==> config.mk <==
export PLATFORM = sky130hd
export DESIGN_NAME = md_unit
export DESIGN_NICKNAME = d
export VERILOG_FILES = /design/src/rtl/md_unit_pkg.sv /design/src/rtl/md_iter_step.sv /design/src/rtl/md_unit.sv
export SDC_FILE = /design/constraint.sdc
export NUM_CORES = 1
export LEC_CHECK = 0
export BUFFER_PORTS_ARGS = -buffer_cell sky130_fd_sc_hd__buf_4
export CORE_MARGIN = 2
export CORE_UTILIZATION = 30
export DETAILED_ROUTE_END_ITERATION = 8
export GPL_ROUTABILITY_DRIVEN = 0
export PLACE_DENSITY = 0.56
export SETUP_SLACK_MARGIN = 0.02
export SLEW_MARGIN = 15
export SYNTH_ARGS = -nofsm -noshare
export SYNTH_HDL_FRONTEND = slang
export SYNTH_SLANG_ARGS = --single-unit
==> constraint.sdc <==
create_clock -name clk -period 5.6 [get_ports clk]
set_input_delay 1.68 -clock clk [delete_from_list [all_inputs] [get_ports clk]]
set_output_delay 1.68 -clock clk [all_outputs]
set_load 0.01 [all_outputs]
==> src/rtl/md_unit_pkg.sv <==
// Shared types and constants for the RV32M multiply/divide unit.
package md_unit_pkg;

    // RV32M funct3 encoding of the M-extension operations
    typedef enum logic [2:0] {
        MD_MUL    = 3'b000,
        MD_MULH   = 3'b001,
        MD_MULHSU = 3'b010,
        MD_MULHU  = 3'b011,
        MD_DIV    = 3'b100,
        MD_DIVU   = 3'b101,
        MD_REM    = 3'b110,
        MD_REMU   = 3'b111
    } md_funct3_e;

    typedef enum logic [1:0] {
        IDLE,
        CALC,
        FIX,
        DONE
    } md_state_e;

    localparam int unsigned MD_ITERATIONS = 32;
    localparam logic [31:0] DIV0_QUOTIENT = 32'hFFFFFFFF;

    // rs1 is interpreted as signed
    function automatic logic a_is_signed(input md_funct3_e f);
        return (f == MD_MULH) || (f == MD_MULHSU) || (f == MD_DIV) || (f == MD_REM);
    endfunction

    // rs2 is interpreted as signed
    function automatic logic b_is_signed(input md_funct3_e f);
        return (f == MD_MULH) || (f == MD_DIV) || (f == MD_REM);
    endfunction

endpackage

==> src/rtl/md_iter_step.sv <==
// One iteration of the shared multiply/divide datapath.
// Multiply: shift-add of opnd into the {hi, lo} accumulator (lo holds the multiplier).
// Divide:   restoring step; {hi, lo} shifts left, hi trial-subtracts opnd, quotient bit enters lo.
module md_iter_step #(
    parameter int unsigned XLEN = 32
) (
    input  logic            is_div,
    input  logic [XLEN-1:0] acc_hi,
    input  logic [XLEN-1:0] acc_lo,
    input  logic [XLEN-1:0] opnd,
    output logic [XLEN-1:0] nxt_hi,
    output logic [XLEN-1:0] nxt_lo
);

    logic [XLEN:0]   sum;
    logic [XLEN:0]   cand;
    logic [XLEN-1:0] diff;
    logic            no_borrow;

    // Single-iteration next accumulator value for either operation
    always_comb begin
        sum       = {1'b0, acc_hi} + (acc_lo[0] ? {1'b0, opnd} : '0);
        cand      = {acc_hi, acc_lo[XLEN-1]};
        no_borrow = cand >= {1'b0, opnd};
        // Only used when no borrow, where the true difference fits in XLEN bits
        diff      = cand[XLEN-1:0] - opnd;
        if (is_div) begin
            nxt_hi = no_borrow ? diff : cand[XLEN-1:0];
            nxt_lo = {acc_lo[XLEN-2:0], no_borrow};
        end else begin
            nxt_hi = sum[XLEN:1];
            nxt_lo = {sum[0], acc_lo[XLEN-1:1]};
        end
    end

endmodule

==> src/rtl/md_unit.sv <==
// Iterative RV32M multiply/divide responder with valid/ready request and response.
// Optional build macro MD_FAST_MUL_EN: multiplies use a single-cycle 33x33 signed product.
module md_unit
    import md_unit_pkg::*;
#(
    parameter int unsigned XLEN = 32
) (
    input  logic            clk,
    input  logic            rst_n,
    input  logic            kill,
    input  logic            req_valid,
    output logic            req_ready,
    input  logic [2:0]      req_funct3,
    input  logic [XLEN-1:0] req_a,
    input  logic [XLEN-1:0] req_b,
    output logic            resp_valid,
    input  logic            resp_ready,
    output logic [XLEN-1:0] resp_result,
    output logic            busy
);

    localparam int unsigned DW = 2 * XLEN;

    md_state_e       state_q, state_d;
    md_funct3_e      op_q, f_in;
    logic [4:0]      cnt_q;
    logic            sign_q;
    logic [XLEN-1:0] opnd_q, hi_q, lo_q, result_q;
    logic [XLEN-1:0] nxt_hi, nxt_lo;
    logic            accept, a_neg, b_neg, sign_in, div_zero, div_ovf, special, fast_mul;
    logic [XLEN-1:0] a_mag, b_mag, special_result, half, fix_result;
    logic [DW-1:0]   full, prod;

    assign accept      = req_valid & req_ready;
    assign resp_result = result_q;

`ifdef MD_FAST_MUL_EN
    logic          a_sx_q, b_sx_q;
    logic [DW-1:0] fast_prod;
    // Raw operands sit in opnd_q/lo_q; sign-extend each to 33 bits as the op requires
    assign fast_prod = $signed({{XLEN{a_sx_q & opnd_q[XLEN-1]}}, opnd_q})
                     * $signed({{XLEN{b_sx_q & lo_q[XLEN-1]}}, lo_q});
    assign fast_mul  = (state_q == CALC) & ~op_q[2];
`else
    assign fast_mul  = 1'b0;
`endif

    md_iter_step #(.XLEN(XLEN)) u_step (
        .is_div (op_q[2]),
        .acc_hi (hi_q),
        .acc_lo (lo_q),
        .opnd   (opnd_q),
        .nxt_hi (nxt_hi),
        .nxt_lo (nxt_lo)
    );

    // Decode the incoming request: operand magnitudes, result sign, special cases
    always_comb begin
        f_in     = md_funct3_e'(req_funct3);
        a_neg    = a_is_signed(f_in) & req_a[XLEN-1];
        b_neg    = b_is_signed(f_in) & req_b[XLEN-1];
        a_mag    = a_neg ? -req_a : req_a;
        b_mag    = b_neg ? -req_b : req_b;
        // MULHSU has b_neg = 0, so the xor reduces to sign(a) there
        sign_in  = (f_in == MD_REM) ? a_neg : (a_neg ^ b_neg);
        div_zero = f_in[2] & (req_b == '0);
        div_ovf  = ((f_in == MD_DIV) || (f_in == MD_REM))
                 & (req_a == {1'b1, {(XLEN-1){1'b0}}}) & (req_b == {XLEN{1'b1}});
        special  = div_zero | div_ovf;
        if (div_zero) begin
            special_result = f_in[1] ? req_a : DIV0_QUOTIENT;
        end else begin
            special_result = f_in[1] ? '0 : {1'b1, {(XLEN-1){1'b0}}};
        end
    end

    // Sign fix-up and half/quotient/remainder selection
    always_comb begin
        full = {hi_q, lo_q};
`ifdef MD_FAST_MUL_EN
        if (fast_mul) begin
            full = fast_prod;
        end
`endif
        // Negate the whole product so the borrow into the high half is correct
        prod = sign_q ? -full : full;
        if (!op_q[2]) begin
            half = (op_q == MD_MUL) ? prod[XLEN-1:0] : prod[DW-1:XLEN];
        end else begin
            half = op_q[1] ? hi_q : lo_q;
            if (sign_q) begin
                half = -half;
            end
        end
        fix_result = half;
    end

    // FSM state register
    always_ff @(posedge clk or negedge rst_n) begin
        if (!rst_n) begin
            state_q <= IDLE;
        end else begin
            state_q <= state_d;
        end
    end

    // FSM next-state logic; kill overrides everything
    always_comb begin
        state_d = state_q;
        if (kill) begin
            state_d = IDLE;
        end else begin
            unique case (state_q)
                IDLE: if (accept) state_d = special ? DONE : CALC;
                CALC: begin
                    if (fast_mul) begin
                        // The half select is folded into the single fast cycle
                        state_d = DONE;
                    end else if (cnt_q == '0) begin
                        state_d = FIX;
                    end
                end
                FIX:  state_d = DONE;
                DONE: if (resp_ready) state_d = IDLE;
                default: state_d = IDLE;
            endcase
        end
    end

    // FSM outputs; resp_valid depends on state only
    always_comb begin
        req_ready  = (state_q == IDLE) & ~kill;
        resp_valid = (state_q == DONE);
        busy       = (state_q != IDLE);
    end

    // Operand latch, iteration datapath and result register
    always_ff @(posedge clk or negedge rst_n) begin
        if (!rst_n) begin
            op_q     <= MD_MUL;
            sign_q   <= 1'b0;
            cnt_q    <= '0;
            opnd_q   <= '0;
            hi_q     <= '0;
            lo_q     <= '0;
            result_q <= '0;
`ifdef MD_FAST_MUL_EN
            a_sx_q   <= 1'b0;
            b_sx_q   <= 1'b0;
`endif
        end else if (accept) begin
            op_q   <= f_in;
            sign_q <= sign_in;
            cnt_q  <= 5'(MD_ITERATIONS - 1);
            hi_q   <= '0;
            opnd_q <= f_in[2] ? b_mag : a_mag;
            lo_q   <= f_in[2] ? a_mag : b_mag;
            if (special) begin
                result_q <= special_result;
            end
`ifdef MD_FAST_MUL_EN
            if (!f_in[2]) begin
                opnd_q <= req_a;
                lo_q   <= req_b;
                sign_q <= 1'b0;
                a_sx_q <= a_is_signed(f_in);
                b_sx_q <= b_is_signed(f_in);
            end
`endif
        end else if (state_q == CALC) begin
            hi_q <= nxt_hi;
            lo_q <= nxt_lo;
            if (cnt_q != '0) begin
                cnt_q <= cnt_q - 5'd1;
            end
            if (fast_mul) begin
                result_q <= fix_result;
            end
        end else if (state_q == FIX) begin
            result_q <= fix_result;
        end
    end

endmodule

==> results of run 1 <==
-- cells in the final DEF, fill, tap and decap left out, types with 24 or more instances in the layout --
master	netlist	routed
o31ai_1	30	30
nor2_1	183	183
o21ai_0	226	226
xor2_1	89	89
a21oi_1	158	158
nor3_1	49	48
mux2i_1	68	68
nand3_1	24	24
inv_1	67	67
ha_1	76	75
xnor2_1	116	116
a21o_1	46	46
buf_4	0	140
o211ai_1	69	69
or3_1	25	25
nand2_1	237	236
dfrtp_1	139	136
-- per-layer routing --
metal / track usage / part of all wire / vias up
met4: 0.07372 / 0.031 / 0
met3: 0.04506 / 0.097 / 127
met1: 0.3323 / 0.45 / 7808
met5: 0 / 0 / -
met2: 0.3479 / 0.43 / 866
li1: - / - / 7559
-- through the flow --
stage / setup slack, ps / instance area [um^2] / hold WS [ps] / std cells
after global routing: 676.7 / 17490 / 522.6 / 2796
after CTS: 968.0 / 17490 / 490.8 / 2796
final: 896.4 / 17490 / 486.1 / 2796
after floorplan: 1146 / 15580 / 449.8 / 2102
after global placement: 620.6 / 16900 / 466.5 / 2764
after detailed placement: 480.2 / 16900 / 476.6 / 2764
-- final timing paths --
check                      startpoint         endpoint  slack (ps)  cells past startpoint
min                        opnd_q[21]       opnd_q[21]         490                      2
max                          req_b[8]  resp_result[27]         900                     11
min reg2reg                opnd_q[21]       opnd_q[21]         490                      2
min in group asynchronous       rst_n  resp_result[17]        1330                      1
max reg2reg                   lo_q[0]  resp_result[16]         980                     12
max in group asynchronous       rst_n       opnd_q[22]        3260                      2
-- registers in the layout (all words and copies together) (netlist names) --
name	cells
cnt_q	5
hi_q	32
lo_q	32
op_q	3
opnd_q	32
resp_result	32
sign_q	1
state_q	2
-- area by class of cell --
cell class                 count  area [um^2]
clock inverter                13        141.4
inverter                      68        255.2
fill                        5508        33810
timing repair buffer         141         1062
multi-input combinational   1736        11240
clock buffer                  19        452.9
sequential                   139         3485
tap                          680        850.8
-- Yosys cell counts (14+ instances only) --
library cell  instances  share of area
nand4_1              23         0.0092
nor2b_1              14         0.0056
or2_2                15         0.0060
a21oi_1             158          0.051
or3_1                25          0.010
clkbuf_1            123          0.030
inv_1                67          0.016
mux2i_1              68          0.044
xnor2_1             116          0.065
nand3_1              24         0.0077
xor2_1               89          0.050
and3_1               15         0.0060
nor2_1              183          0.044
ha_1                 76          0.061
dfrtp_1             139           0.22
a31oi_1              23         0.0092
o31ai_1              30          0.014
o21a_1               15         0.0072
buf_1                23         0.0055
nand2_1             237          0.057
nor4_1               17         0.0068
mux2_2               19          0.014
nand2b_1             16         0.0064
o21ai_0             226          0.073
a211oi_1             19         0.0092
o211ai_1             69          0.033
nor3_1               49          0.016
or4_1                14         0.0067
a21o_1               46          0.022
-- cells by family (layout without fill, tap and decap cells) --
family	Yosys count	in the layout
flip-flops	139	139
buffers and inverters	227	241
adder cells (fa/ha/maj)	78	78
multiplexers	87	87
AND/OR/NAND/NOR	677	677
XOR/XNOR	205	205
AO/OA/AOI/OAI	689	689
-- worst max-delay path: stages --
cell	delay (ps)
buf_4	130
or4_1	570
nor4_1	490
and4_1	410
nand4b_1	270
or2_2	390
nand2_1	320
a21oi_4	210
buf_4	330
a211oi_2	180
a21oi_1	60
-- report_power, final --
group	total, mW	internal, mW	switching [mW]
combinational	7.75	3.06	4.70
clock	1.19	0.681	0.514
sequential	2.41	1.45	0.961
total	11.4	5.19	6.17
==> results.json, run 1 <==
{
  "path_clk_slew_ps": 70,
  "die_y_um": 231.9,
  "start_util": 0.3038,
  "io_buffers": 106,
  "grt_pass1_vias": 15000,
  "p_leak_nw": 7.333,
  "tightestPinTransition_ps": 1174,
  "ir_worst_vdd_uv": 236.8,
  "max_slew_margin": 0.2146,
  "end_kind": "flip-flop",
  "num_rows": 83,
  "cts_root_buffer": "clkbuf_16",
  "clock_skew_ps": 18.18,
  "synth.distinct_cells": 82,
  "ys_ff_latch": 139,
  "cts_sinks": 139,
  "p_per_area_nw_per_um2": 649.2,
  "drc_errors": 0,
  "synthAdderAreaFrac": 0.06358,
  "postLayoutCoreUtil": 0.3410,
  "critPathArrivalTime_ps": 5050,
  "synth_nets": 2252,
  "numCtsBuffers": 17,
  "syn_area_per_cell_um2": 7.414,
  "synth_top_family_by_area": "compound AO/OA/AOI/OAI gates",
  "ctsHtreeMaxLevel": 4,
  "ant_nets": 0,
  "cts_setup_buffers": 0,
  "finalCritPeriodShare": 0.8399,
  "gr-total-overflow": 0,
  "hold_violations": 0,
  "grt_max_degree": 94,
  "finalSetupTns_ps": 0,
  "muxShareOfSynthArea": 0.05740,
  "crit_path_start_kind": "primary input",
  "syn_inst": 2102,
  "drt-total-wl_um": 63670,
  "synth_flop_cell": "dfrtp_1",
  "drt_first_iter_violations": 1932,
  "cts.path.max_buffers": 2,
  "routedWlPerCell_um": 22.77,
  "fmax_ghz": 0.2126,
  "clock_latency_ps": 460,
  "cts_hold_buf": 0,
  "via_per_inst": 5.851,
  "crit_type": "primary input to flip-flop",
  "setup-violations-final": 0,
  "syn_area_um2": 15580,
  "cts_tree": "yes",
  "drt_pass1_iterations": 5,
  "antenna_found_initial": 0,
  "vias": 16360,
  "finalPower_mw": 11.36,
  "nNetsFinal": 2253,
  "grt_usage": 0.2321,
  "grt_pass1_wl_um": 95050,
  "postSynth.asyncResetShare": 1.000,
  "cts-resized-gates": 0,
  "synthSimpleGateAreaFrac": 0.2074,
  "synth_edf_count": 0,
  "core_area_um2": 51300,
  "dp_hpwl_um": 48800,
  "cap_violations": 0,
  "rsz0062_at_grt": "false",
  "report.final.slew_viol_count": 0,
  "area_growth_pct": 12.24,
  "min_path_type": "flip-flop to flip-flop",
  "antennaDiodeCount": 0,
  "die_area_um2": 53790,
  "ys_warn_count": 0,
  "synth_compound_area_frac": 0.2767,
  "yosysSeqAreaShare": 0.2232,
  "io_pins": 107,
  "critPathMaxFanout": 25,
  "worstPathRequired_ps": 5950,
  "drive_gt1_frac": 0.1139,
  "min_period_ps": 4704,
  "status": "finished clean",
  "die_x_um": 231.9,
  "yosys.area_share.xor_xnor": 0.1152
}
Power figures use the tool's default switching activity.
==> inputs of run 2 (changes only) <==
==> constraint.sdc (replaced) <==
create_clock -name clk -period 4.5 [get_ports clk]
set_input_delay 1.35 -clock clk [delete_from_list [all_inputs] [get_ports clk]]
set_output_delay 1.35 -clock clk [all_outputs]
set_load 0.01 [all_outputs]
==> run 2 against run 1 <==
Against the previous run:
- global-route usage grew 0.45 points
- die area is the same
- sequential cell count is the same
- combinational power grew 30%
- largest power group unchanged
- worst hold slack lost 4.1 ps
- register-to-register slack lost 590 ps
==> results.json, run 2 (synthesis results as in run 1) <==
{
  "postLayoutCoreUtil": 0.3477,
  "via_per_inst": 5.887,
  "antennaDiodeCount": 0,
  "cap_violations": 0,
  "slowest_stage": "a221oi_1",
  "drt_pass1_iterations": 8,
  "max_slew_margin": 0.3562,
  "gr-total-overflow": 0,
  "cpPeakStageDelay_ps": 440,
  "seqCellArea_um2": 3485,
  "area_growth_pct": 14.46,
  "multiInputGateArea_um2": 11240,
  "cts_tree": "yes",
  "antenna_found_initial": 0,
  "fmax_ghz": 0.2431,
  "cts_hold_buf": 0,
  "cts-resized-gates": 0,
  "mostFrequentLayoutCells": "236 x nand2_1, 226 x o21ai_0, 183 x nor2_1",
  "drive_gt1_frac": 0.1311,
  "finalCritPeriodShare": 0.9142,
  "nNetsFinal": 2296,
  "io_buffers": 106,
  "finalSetupTns_ps": 0,
  "num_rows": 83,
  "end_kind": "flip-flop",
  "ir_worst_vdd_uv": 283.7,
  "min_path_type": "flip-flop to flip-flop",
  "final_common_cell": "nand2_1",
  "die_x_um": 231.9,
  "grt_max_degree": 95,
  "clock_latency_ps": 450,
  "clock_skew_ps": 16.34,
  "stdcell_area_um2": 17840,
  "rsz0062_at_grt": "false",
  "die_y_um": 231.9,
  "setup-violations-final": 0,
  "die_area_um2": 53790,
  "hold_violations": 0,
  "place_inst": 2806,
  "p_per_area_nw_per_um2": 803.6,
  "crit_type": "flip-flop to flip-flop",
  "drt-total-wl_um": 64620,
  "ctsHtreeMaxLevel": 4,
  "p_leak_nw": 7.560,
  "tightestPinTransition_ps": 965.8,
  "cts_setup_buffers": 0,
  "report.final.slew_viol_count": 0,
  "place_area_um2": 17250,
  "path_buf_inv": 2,
  "critPathArrivalTime_ps": 4480,
  "io_pins": 107,
  "drt_first_iter_violations": 2013,
  "cts_root_buffer": "clkbuf_16",
  "crit_family": "compound AO/OA/AOI/OAI gates",
  "dp_hpwl_um": 50200,
  "critPathMaxFanout": 3,
  "n_fill_cell": 5492,
  "drc_errors": 0,
  "grt_pass1_wl_um": 96860,
  "crit_path_start_kind": "flip-flop",
  "grt_pass1_vias": 15580,
  "core_area_um2": 51300,
  "cts_sinks": 139,
  "vias": 16710,
  "routedWlPerCell_um": 22.76,
  "final_cells": 2839,
  "path_clk_slew_ps": 60,
  "grt_usage": 0.2366,
  "finalPower_mw": 14.34,
  "cts.path.max_buffers": 2,
  "worstPathRequired_ps": 4860,
  "start_util": 0.3038,
  "crit_chain": "inv_1, ha_1, inv_1, fa_1, a21o_1, a221oi_1, o21ai_0, o211ai_1, a31oi_1, a221o_1, a311oi_1, xor2_1, a311o_1, o21ai_0",
  "min_period_ps": 4114,
  "numCtsBuffers": 17,
  "ant_nets": 0,
  "status": "finished clean"
}
run 2: cell count changes in the layout (fill, tap and decap cells not counted):
cell | before | now
buf_12 | 0 | 3
buf_16 | 0 | 1
buf_4 | 140 | 179
bufinv_16 | 2 | 1
clkbuf_1 | 0 | 1
clkbuf_8 | 2 | 1
clkinv_2 | 3 | 4
clkinvlp_4 | 3 | 2
inv_6 | 2 | 3
run 2: layout make-up:
cell class,count,area share
Clock buffer,19,0.02483
Clock inverter,13,0.006593
Inverter,68,0.01431
Multi-Input combinational cell,1736,0.6304
Sequential cell,139,0.1953
Tap cell,680,0.04770
Timing Repair Buffer,184,0.08087
run 2: worst paths after layout:
path	depth (start not counted)	startpoint	slack [ps]	endpoint
max reg2reg	14	lo_q[31]	390	hi_q[30]
min reg2reg	2	opnd_q[19]	480	opnd_q[19]
min in group asynchronous	1	rst_n	1010	opnd_q[9]
max	14	lo_q[31]	390	hi_q[30]
min	2	opnd_q[19]	480	opnd_q[19]
max in group asynchronous	2	rst_n	2670	hi_q[19]
run 2: worst register-to-register path, cell delays in order (launching register included):
cell	delay, ps
dfrtp_1	400
inv_1	150
ha_1	200
inv_1	60
fa_1	420
a21o_1	220
a221oi_1	440
o21ai_0	210
o211ai_1	340
a31oi_1	230
a221o_1	420
a311oi_1	350
xor2_1	120
a311o_1	330
o21ai_0	150
run 2: power by group:
group          internal [mW]  switching [mW]
sequential              1.80           0.991
clock                  0.778           0.636
combinational           4.02            6.11
run 2: metal layers:
metal  vias up  global-route usage  share of wire
met5         -                   0              0
met4         0             0.08073          0.030
met3       115             0.04948          0.098
met2       920              0.3563           0.43
met1      8044              0.3331           0.44
li1       7635                   -              -
run 2: per-stage QoR:
stage | worst slack, ps | hold slack [ps]
3_5_place_dp | -74.05 | 469.4
5_1_grt | 73.05 | 528.2
2_1_floorplan | 113.9 | 449.8
3_3_place_gp | -2.158 | 467.7
6_report | 386.1 | 482.0
4_1_cts | 405.4 | 483.3
